### config.mk
export PLATFORM = sky130hd
export DESIGN_NAME = move_input_latch
export DESIGN_NICKNAME = d
export VERILOG_FILES = /design/src/rtl/move_input_latch_pkg.sv /design/src/rtl/debounce_vec.sv /design/src/rtl/move_input_latch.sv
export SDC_FILE = /design/constraint.sdc
export NUM_CORES = 1
export LEC_CHECK = 0
export ABC_AREA = 1
export CORE_MARGIN = 4
export CORE_UTILIZATION = 30
export DETAILED_ROUTE_END_ITERATION = 7
export GPL_TIMING_DRIVEN = 0
export PLACE_DENSITY = 0.54
export SYNTH_ARGS = -nofsm -noshare
export SYNTH_HDL_FRONTEND = slang
export SYNTH_HIERARCHICAL = 1
export SYNTH_SLANG_ARGS = --single-unit
### constraint.sdc
create_clock -name clock -period 2.63 [get_ports clock]
set_input_delay 0.526 -clock clock [delete_from_list [all_inputs] [get_ports clock]]
set_output_delay 0.526 -clock clock [all_outputs]
set_load 0.02 [all_outputs]
### src/rtl/move_input_latch_pkg.sv
// Shared constants for the push-button conditioning stage that feeds the
// tic-tac-toe datapath.
package move_input_latch_pkg;

    localparam int CELLS               = 9;
    localparam int DEBOUNCE_CYCLES_DEF = 250000;  // 5 ms at 50 MHz
    localparam int CNT_W_DEF           = 18;

endpackage

### src/rtl/debounce_vec.sv
// Two-flop synchronizer plus whole-vector debouncer: a new vector value is
// accepted only after it has been stable for DEBOUNCE_CYCLES synchronized cycles.
module debounce_vec #(
    parameter int WIDTH           = 9,
    parameter int DEBOUNCE_CYCLES = 250000,
    parameter int CNT_W           = 18
) (
    input  logic             clock,
    input  logic             reset,
    input  logic [0:WIDTH-1] raw,
    output logic [0:WIDTH-1] deb,
    output logic             accept,
    output logic [0:WIDTH-1] rise
);

    localparam logic [CNT_W-1:0] CNT_LAST = CNT_W'(DEBOUNCE_CYCLES - 1);

    logic [0:WIDTH-1] meta_q, meta_d;
    logic [0:WIDTH-1] sync_q, sync_d;
    logic [0:WIDTH-1] prev_q, prev_d;
    logic [0:WIDTH-1] deb_q,  deb_d;
    logic [CNT_W-1:0] cnt_q,  cnt_d;
    logic             accept_c;

    always_comb begin
        // NOTE: every signal assigned here gets a default first so no latch is inferred.
        meta_d   = raw;
        sync_d   = meta_q;
        prev_d   = sync_q;
        deb_d    = deb_q;
        cnt_d    = cnt_q + CNT_W'(1);
        accept_c = (sync_q != deb_q) && (sync_q == prev_q) && (cnt_q == CNT_LAST);

        // Any bounce, or a vector that already matches deb, restarts the count.
        if ((sync_q != prev_q) || (sync_q == deb_q)) begin
            cnt_d = '0;
        end else if (accept_c) begin
            deb_d = sync_q;
            cnt_d = '0;
        end
    end

    // NOTE: sequential state uses non-blocking assignments so all flops update together.
    always_ff @(posedge clock or negedge reset) begin
        if (!reset) begin
            meta_q <= '0;
            sync_q <= '0;
            prev_q <= '0;
            deb_q  <= '0;
            cnt_q  <= '0;
        end else begin
            meta_q <= meta_d;
            sync_q <= sync_d;
            prev_q <= prev_d;
            deb_q  <= deb_d;
            cnt_q  <= cnt_d;
        end
    end

    assign deb    = deb_q;
    assign accept = accept_c;
    assign rise   = accept_c ? (sync_q & ~deb_q) : '0;

endmodule

### src/rtl/move_input_latch.sv
// Conditions raw player/restart buttons into sticky per-player move vectors,
// new-move pulses and a single-cycle restart pulse.
module move_input_latch
    import move_input_latch_pkg::*;
#(
    parameter int DEBOUNCE_CYCLES = DEBOUNCE_CYCLES_DEF,
    parameter int CNT_W           = CNT_W_DEF
) (
    input  logic             clock,
    input  logic             reset,
    input  logic [0:CELLS-1] btn1_raw,
    input  logic [0:CELLS-1] btn2_raw,
    input  logic             restart_raw,
    output logic [0:CELLS-1] p1,
    output logic [0:CELLS-1] p2,
    output logic             new_move1,
    output logic             new_move2,
    output logic             restart
);

    logic [0:CELLS-1] deb_a, rise_a, deb_b, rise_b;
    logic [0:0]       deb_c, rise_c;
    logic             accept_a, accept_b, accept_c;

    debounce_vec #(.WIDTH(CELLS), .DEBOUNCE_CYCLES(DEBOUNCE_CYCLES), .CNT_W(CNT_W)) u_deb_a (
        .clock  (clock),
        .reset  (reset),
        .raw    (btn1_raw),
        .deb    (deb_a),
        .accept (accept_a),
        .rise   (rise_a)
    );

    debounce_vec #(.WIDTH(CELLS), .DEBOUNCE_CYCLES(DEBOUNCE_CYCLES), .CNT_W(CNT_W)) u_deb_b (
        .clock  (clock),
        .reset  (reset),
        .raw    (btn2_raw),
        .deb    (deb_b),
        .accept (accept_b),
        .rise   (rise_b)
    );

    debounce_vec #(.WIDTH(1), .DEBOUNCE_CYCLES(DEBOUNCE_CYCLES), .CNT_W(CNT_W)) u_deb_c (
        .clock  (clock),
        .reset  (reset),
        .raw    (restart_raw),
        .deb    (deb_c),
        .accept (accept_c),
        .rise   (rise_c)
    );

    // Debounced levels are only needed for observability; the latch works on rise masks.
    logic unused_deb;
    assign unused_deb = ^{deb_a, deb_b, deb_c};

    logic [0:CELLS-1] p1_q, p1_d, p2_q, p2_d;
    logic             new_move1_q, new_move1_d;
    logic             new_move2_q, new_move2_d;
    logic             restart_q, restart_d;

    always_comb begin
        p1_d        = p1_q;
        p2_d        = p2_q;
        new_move1_d = 1'b0;
        new_move2_d = 1'b0;
        restart_d   = accept_c & rise_c[0];

        // A pending restart clears the board and drops any press landing on the same edge.
        if (restart_q) begin
            p1_d = '0;
            p2_d = '0;
        end else begin
            if (accept_a) begin
                p1_d        = p1_q | rise_a;
                new_move1_d = |(rise_a & ~p1_q);
            end
            if (accept_b) begin
                p2_d        = p2_q | rise_b;
                new_move2_d = |(rise_b & ~p2_q);
            end
        end
    end

    always_ff @(posedge clock or negedge reset) begin
        if (!reset) begin
            p1_q        <= '0;
            p2_q        <= '0;
            new_move1_q <= 1'b0;
            new_move2_q <= 1'b0;
            restart_q   <= 1'b0;
        end else begin
            p1_q        <= p1_d;
            p2_q        <= p2_d;
            new_move1_q <= new_move1_d;
            new_move2_q <= new_move2_d;
            restart_q   <= restart_d;
        end
    end

    assign p1        = p1_q;
    assign p2        = p2_q;
    assign new_move1 = new_move1_q;
    assign new_move2 = new_move2_q;
    assign restart   = restart_q;

endmodule

==> results.md, run 1 <==
* Outcome: finished, final reports clean
* Ranking of synthesized cells by area: dfrtp_1, nand2_1, inv_1, nor2_1, nor2_4
* Critical path's most frequent cell: inv_1
* Post-CTS Resized at 0
* CP max stage delay at 0.37 ns
* Synth Area per Inst at 8.70 sq um
* Gate count of the mapped netlist at 835
* Routability cong. at 0.794
* Worst setup path endpoint: new_move2
* R2r setup slk at 0.52 ns
* DIE WIDTH at 164 um
* Initial Util at 0.307
* Initial antenna violation count at 1
* Via count at 4,951
* Reg2Reg Capture Point: new_move2
* Switching power at 1.08 mW
* Post-CTS setup buffer count at 0
* CTS buffer count at 17
* YS warnings at 6
* Chip Height at 164 um
* Drt total wl at 13,100 um
* Gr ovfl total at 0
* Largest net degree at the start of global routing at 95
* Total GRT Usage at 0.110
* Max Transition Viols Final at 0
* EDFF count, synth at 0
* Seq/Total Area, Yosys at 0.520
* Worst path bufs/invs at 6
* Antenna cells at 0
* Final net count at 939
* Power per cell area at 581 mW/mm^2
* Vias in the first global route at 5,027
* Post-route cell area at 0.00871 sq mm
* Top cell type's share of synthesized area at 0.520
* #FFs+latches synth at 151
* Vias per std cell at 4.03
* Cts hold-fix bufs at 0
* Comb pwr share at 0.036
* Switching part of the total power at 0.213
* Data required time of the worst path at 2.99 ns
* Pwr Total at 5.06 mW
* Startpoint types: register
* Core ar. at 0.0237 sq mm
* Max VDD drop at 0.000384 V
* Cell Int Power at 3.98 mW
* HPWL Detailed at 9320 um
* Area post-placement at 0.00811 sq mm
* Stages on the worst setup path at 15
* Fmax at 475 MHz
* Fin cells at 1,228
* Worst-path fanout max at 10
* Total Die Area at 0.0268 sq mm
* Clock power frac at 0.488
* Net Count, Synth at 878
* CTS tree: yes
* Layout cells sized above 1 at 0.123
* Reg clk slew, reported paths at 0.06 ns
* DRT iter0 DRCs at 255
* Crit path max-delay cell type: dfrtp_1
* Clock Tree Buf Depth at 2
* PortBufs at 41
* Static Leak at 3.94 nW
* Avg WL per Cell at 10.7 um
* Worst-margin pin slew at 0.537 ns
* Delay-heaviest family, CP: simple AND/OR/NAND/NOR gates
* Slew HR at 0.642
* Worst R2R Start: u_deb_b/cnt_q[0]
* CP Class: register to register
* Netlist Area Pre-Place at 0.00727 sq mm
* Share of flip-flops with an asynchronous set or reset at 1.00
* CP Cell Sequence: ha_1 > nand3_2 > inv_2 > nand3_1 > nor2_2 > buf_6 > nand3_4 > buf_8 > nor2_4 > inv_1 > o21ai_0 > inv_1 > nand3_1 > nand2_1 > inv_1
* Final setup TNS at 0 ns
* Crit. Startpoint: u_deb_b/cnt_q[0]
* Global-route wire length before repair at 23,800 um
* Max_cap viols at 0
* Fin Clk Skew at 0.00733 ns
* Worst skew pair latency at 0.41 ns
* Top-Level Pins at 42
* Worst setup EP type: register
* Ys flop type: dfrtp_1
* DRC at 0
* Root Driver: clkbuf_16
* Sink Count at 151
* Final Hold Fails at 0
* Drt first pass iters at 4
* Row cnt at 56
* Sequential power share at 0.476
* # setup viols final at 0
* CTS HTree Levels at 4
* Largest area contributor in the netlist: dfrtp_1
* Final antenna-violating net count at 0
* RSZ-0062 raised after global routing: false
* Area delta synth->final at 19.9%
* Critical path arrival at 2.46 ns
* Inst Count DP at 1,196
* Tcrit/Tclk final at 0.801
* FILL cells at 2,437
* Worst Hold Class: input port to asynchronous set/reset pin
* Synth unique cells at 32
* Fin crit period at 2.11 ns
* Path depth of the worst reg2reg path at 15
==> cell families after synthesis <==
kind of cell	after synthesis	share of synthesized area
xor gates and xnor gates	40	0.0482
and+or+nand+nor	437	0.285
buffers and inverters	157	0.0894
DFF	151	0.520
AOI/OAI and AO/OA	28	0.0196
adders and majority gates	22	0.0379
==> power groups by stage <==
stage / clock network (mW) / logic, mW / registers [mW]
after floorplan: 0 / 0.0867 / 2.44
after global routing: 2.67 / 0.217 / 2.41
final: 2.47 / 0.182 / 2.41
after CTS: 2.56 / 0.190 / 2.41
after global placement: 0 / 0.182 / 2.45
after detailed placement: 0 / 0.189 / 2.45
==> layout make-up <==
class	instances	area, sq um	area share
Tap cell	319	399	0.0458
Clock inverter	11	148	0.0169
Multi-Input combinational cell	527	2840	0.326
Clock buffer	21	460	0.0528
Buffer	10	92.6	0.0106
Inverter	147	557	0.0639
Sequential cell	151	3780	0.434
Timing Repair Buffer	42	439	0.0504
==> layer usage <==
layer | up-vias | global-route usage | wire length, um
met5 | - | 0 | 13
met2 | 56 | 0.172 | 5910
met3 | 15 | 0.0275 | 502
met1 | 2247 | 0.148 | 6460
li1 | 2631 | - | -
met4 | 2 | 0.0377 | 216
==> through the flow <==
| step | setup slack [ns] | utilization | hold slack (ns) |
|---|---|---|---|
| 2_1_floorplan | 0.793 | - | 0.230 |
| 3_3_place_gp | -5.21 | 0.341 | 0.333 |
| 3_5_place_dp | 0.499 | 0.342 | 0.335 |
| 4_1_cts | 0.482 | 0.368 | 0.0862 |
| 5_1_grt | 0.269 | 0.368 | 0.113 |
| 6_report | 0.524 | 0.368 | 0.0863 |
==> synthesized netlist by cell type (3+ instances only) <==
library cell	number
inv_2	13
nand4_1	12
nand3b_1	5
nor2_4	25
o21ai_1	12
o21ai_0	13
buf_2	4
nand3_1	40
nor2_1	116
nand2_2	8
ha_1	22
xor2_1	24
nand2_4	3
xnor2_1	16
dfrtp_1	151
nand2_1	206
nand3_2	3
nor2_2	11
inv_1	130
==> worst reg2reg max path: stages (launching register included) <==
cell	delay, ns
dfrtp_1	0.37
ha_1	0.21
nand3_2	0.13
inv_2	0.08
nand3_1	0.08
nor2_2	0.16
buf_6	0.18
nand3_4	0.16
buf_8	0.21
nor2_4	0.07
inv_1	0.04
o21ai_0	0.15
inv_1	0.05
nand3_1	0.07
nand2_1	0.05
inv_1	0.04
==> how the worst min path moves through the flow <==
stage                                  from           endpoint  slack [ns]  cells after the start
final                                 reset  u_deb_a/prev_d[6]        0.09                      1
after global routing                  reset  u_deb_a/prev_d[2]        0.11                      1
after CTS                             reset  u_deb_a/meta_q[1]        0.09                      1
after detailed placement  u_deb_a/meta_q[1]  u_deb_a/prev_d[1]        0.33                      0
after global placement    u_deb_a/meta_q[8]  u_deb_a/prev_d[8]        0.33                      0
after floorplan                       reset          new_move1        0.23                      0
==> state kept, by name, summed over array words and instances, names as in the netlist <==
name            cells
u_deb_a/deb         9
restart             1
u_deb_a/cnt_q      18
u_deb_b/cnt_q      18
u_deb_c/prev_d      1
new_move2           1
u_deb_a/prev_d      9
new_move1           1
u_deb_a/meta_q      9
u_deb_a/prev_q      9
u_deb_c/cnt_q      18
p2                  9
u_deb_c/prev_q      1
p1                  9
u_deb_b/deb         9
u_deb_c/deb         1
u_deb_b/prev_d      9
u_deb_b/prev_q      9
u_deb_b/meta_q      9
u_deb_c/meta_q      1
==> cell usage in the layout, fill, tap and decap left out, types with 11 or more instances in the layout <==
master and instances:
nand2_1 206, dfrtp_1 151, inv_1 130, nor2_1 116, nand3_1 40, clkdlybuf4s50_1 40, nor2_4 25, xor2_1 24
ha_1 22, clkbuf_16 17, xnor2_1 16, o21ai_0 13, inv_2 13, o21ai_1 12, nand4_1 12, nor2_2 11
Power figures use the tool's default switching activity.
==> run 2: changes to the inputs <==
Settings changed: PLACE_DENSITY 0.54 to 0.55.
Clock period 2.63 ns to 1.8 ns, I/O delays scaled along.
==> results.md, run 2 (synthesized netlist as in run 1, its figures left out) <==
* Largest net degree at the start of global routing at 79 (-17%)
* WHS at 0.347 ns (+0.261 ns)
* Layout cells sized above 1 at 0.216 (+0.0927)
* Failing checks: negative setup slack
* Antenna cells at 0 (unchanged)
* Crit path max-delay cell type: dfrtp_2
* HPWL Detailed at 9180 um (-1.5%)
* Drt total wl at 13,900 um (+6.1%)
* DIE WIDTH at 164 um (unchanged)
* Footprint of the multi-input gates at 0.00315 sq mm (+11%)
* Commonest cells after routing, fill and taps aside: nand2_1, dfrtp_1, inv_1
* Worst Hold Class: register to register
* Area delta synth->final at 30.0%
* Fin crit period at 1.91 ns (-0.200 ns)
* Fin Clk Skew at 0.00770 ns (+0.000368 ns)
* Crit. Startpoint: u_deb_b/prev_d[3]
* Critical path's most frequent cell: nand2_1
* PortBufs at 41 (unchanged)
* CP max stage delay at 0.46 ns (+0.09 ns)
* Worst-margin pin slew at 0.696 ns (+0.160 ns)
* Worst skew pair latency at 0.42 ns (about the same)
* Tcrit/Tclk final at 1.06 (+0.258)
* Sink Count at 151 (unchanged)
* Layout Utilization at 0.399 (+0.0310)
* Avg WL per Cell at 11.0 um (+3.1%)
* Initial antenna violation count at 0 (-1)
* Initial Util at 0.307 (unchanged)
* Final Hold Fails at 0 (unchanged)
* Row cnt at 56 (unchanged)
* Data required time of the worst path at 2.12 ns (-0.87 ns)
* Final antenna-violating net count at 0 (unchanged)
* Power per cell area at 807 mW/mm^2 (+39%)
* Root Driver: clkbuf_16
* Fmax at 525 MHz (+11%)
* Static Leak at 4.36 nW (+11%)
* Delay-heaviest family, CP: simple AND/OR/NAND/NOR gates
* Clock power frac at 0.495 (+0.007)
* Slew HR at 0.536 (-0.106)
* Chip Height at 164 um (unchanged)
* Commonest non-fill, non-tap cell in the layout: nand2_1
* CP Cell Sequence: ha_4 > nand2_2 > nor2_1 > nand3b_1 > nand3_2 > inv_2 > nand3_4 > buf_12 > nor2_4 > nand2_1 > nand2_1 > nor2_1 > nand3_1 > nand2_1 > inv_1
* Outcome: complete, but fails checks
* CTS tree: yes
* Max_cap viols at 0 (unchanged)
* Worst setup EP type: register
* Vias in the first global route at 5,168 (+2.8%)
* CTS buffer count at 17 (unchanged)
* Core ar. at 0.0237 sq mm (unchanged)
* Startpoint types: register
* Vias per std cell at 4.13 (+2.4%)
* DRT iter0 DRCs at 299 (+17%)
* Storage cell area at 0.00379 sq mm (+0.40%)
* Biggest regs: u_deb_a/cnt_q (18), u_deb_b/cnt_q (18), u_deb_c/cnt_q (18)
* Final net count at 975 (+3.8%)
* Top-Level Pins at 42 (unchanged)
* Global-route wire length before repair at 23,900 um (+0.23%)
* R2r setup slk at -0.11 ns (-0.63 ns)
* CTS HTree Levels at 4 (unchanged)
* Via count at 5,217 (+5.4%)
* Routability cong. at 0.803 (+1.2%)
* FILL cells at 2,351 (-3.5%)
* Gr ovfl total at 0 (unchanged)
* Max VDD drop at 0.000621 V (+62%)
* Cell Int Power at 5.94 mW (+49%)
* Reg clk slew, reported paths at 0.06 ns (about the same)
* Stages on the worst setup path at 15 (unchanged)
* Switching power at 1.69 mW (+56%)
* Worst slack, placed at -0.244 ns (-0.743 ns)
* Sequential power share at 0.461 (-0.015)
* PnR worst setup slack at -0.106 ns (-0.630 ns)
* Clock Tree Buf Depth at 2 (unchanged)
* Path depth of the worst reg2reg path at 15 (unchanged)
* Switching part of the total power at 0.221 (+0.00809)
* CP Class: register to register
* # setup viols final at 9 (+9)
* Max Transition Viols Final at 0 (unchanged)
* Comb pwr share at 0.044 (+0.008)
* Worst R2R Start: u_deb_b/prev_d[3]
* Total Die Area at 0.0268 sq mm (unchanged)
* Critical path arrival at 2.23 ns (-0.23 ns)
* Total GRT Usage at 0.110 (+0.000453)
* Drt first pass iters at 4 (unchanged)
* DRC at 0 (unchanged)
* Worst path bufs/invs at 3 (-3)
* Worst-path fanout max at 5 (-5)
* Reg2Reg Capture Point: new_move2
* RSZ-0062 raised after global routing: true
* Worst setup path endpoint: new_move2
* Hold wc startpoint: u_deb_b/meta_q[7]
## run 2: changes by cell type in the layout (fill, tap and decap cells not counted), sizes merged
cell / previous run / this run
buf: 12 / 47
clkdlybuf4s50: 40 / 31
dlymetal6s2s: 0 / 8
clkbuf: 21 / 18
clkinv: 5 / 7
bufinv: 3 / 4
dlygate4sd2: 0 / 1
dlygate4sd3: 0 / 1
## run 2: metrics by stage
step                      total power [mW]  instances  setup TNS (ns)  area, sq um
after global routing                  7.98       1264           -3.22         9450
after floorplan                       3.69        835        -0.00303         7290
final                                 7.63       1264          -0.284         9450
after CTS                             7.72       1249          -0.426         8980
after detailed placement              3.86       1196           -3.06         8130
after global placement                3.85       1195         -902.53         8100
## run 2: timing repair
action,CTS,global route
pin swaps,5,9
setup endpoints to repair,41,68
cloned,2,0
hold endpoints to repair,41,0
hold buffers,1,0
resized for setup,14,85
setup buffers,18,16
## run 2: per-layer routing
layer,GRT usage,vias up,share of wire
met1,0.138,2421,0.47
met5,0,-,0
met3,0.0326,18,0.041
met2,0.180,67,0.48
li1,-,2711,-
met4,0.0408,0,0.015
## run 2: final cells by class
class / instances / share of cell area
Buffer: 10 / 0.0109
Clock buffer: 18 / 0.0454
Clock inverter: 14 / 0.0209
Inverter: 147 / 0.0634
Multi-Input combinational cell: 527 / 0.334
Sequential cell: 151 / 0.402
Tap cell: 319 / 0.0423
Timing Repair Buffer: 78 / 0.0816
## run 2: worst min path at each step
stage / to / slack [ns] / cells after the start
after floorplan: new_move1 / 0.06 / 0
after global placement: u_deb_a/prev_d[5] / 0.33 / 0
after detailed placement: u_deb_b/prev_d[6] / 0.33 / 0
after CTS: u_deb_c/meta_q / 0.35 / 1
after global routing: u_deb_a/meta_q[7] / 0.35 / 1
final: u_deb_b/prev_d[7] / 0.35 / 0
## run 2: power groups by stage
stage | registers (mW) | clock network [mW] | logic (mW)
after floorplan | 3.56 | 0 | 0.128
after global placement | 3.58 | 0 | 0.266
after detailed placement | 3.58 | 0 | 0.278
after CTS | 3.51 | 3.90 | 0.302
after global routing | 3.52 | 4.06 | 0.389
final | 3.52 | 3.78 | 0.332
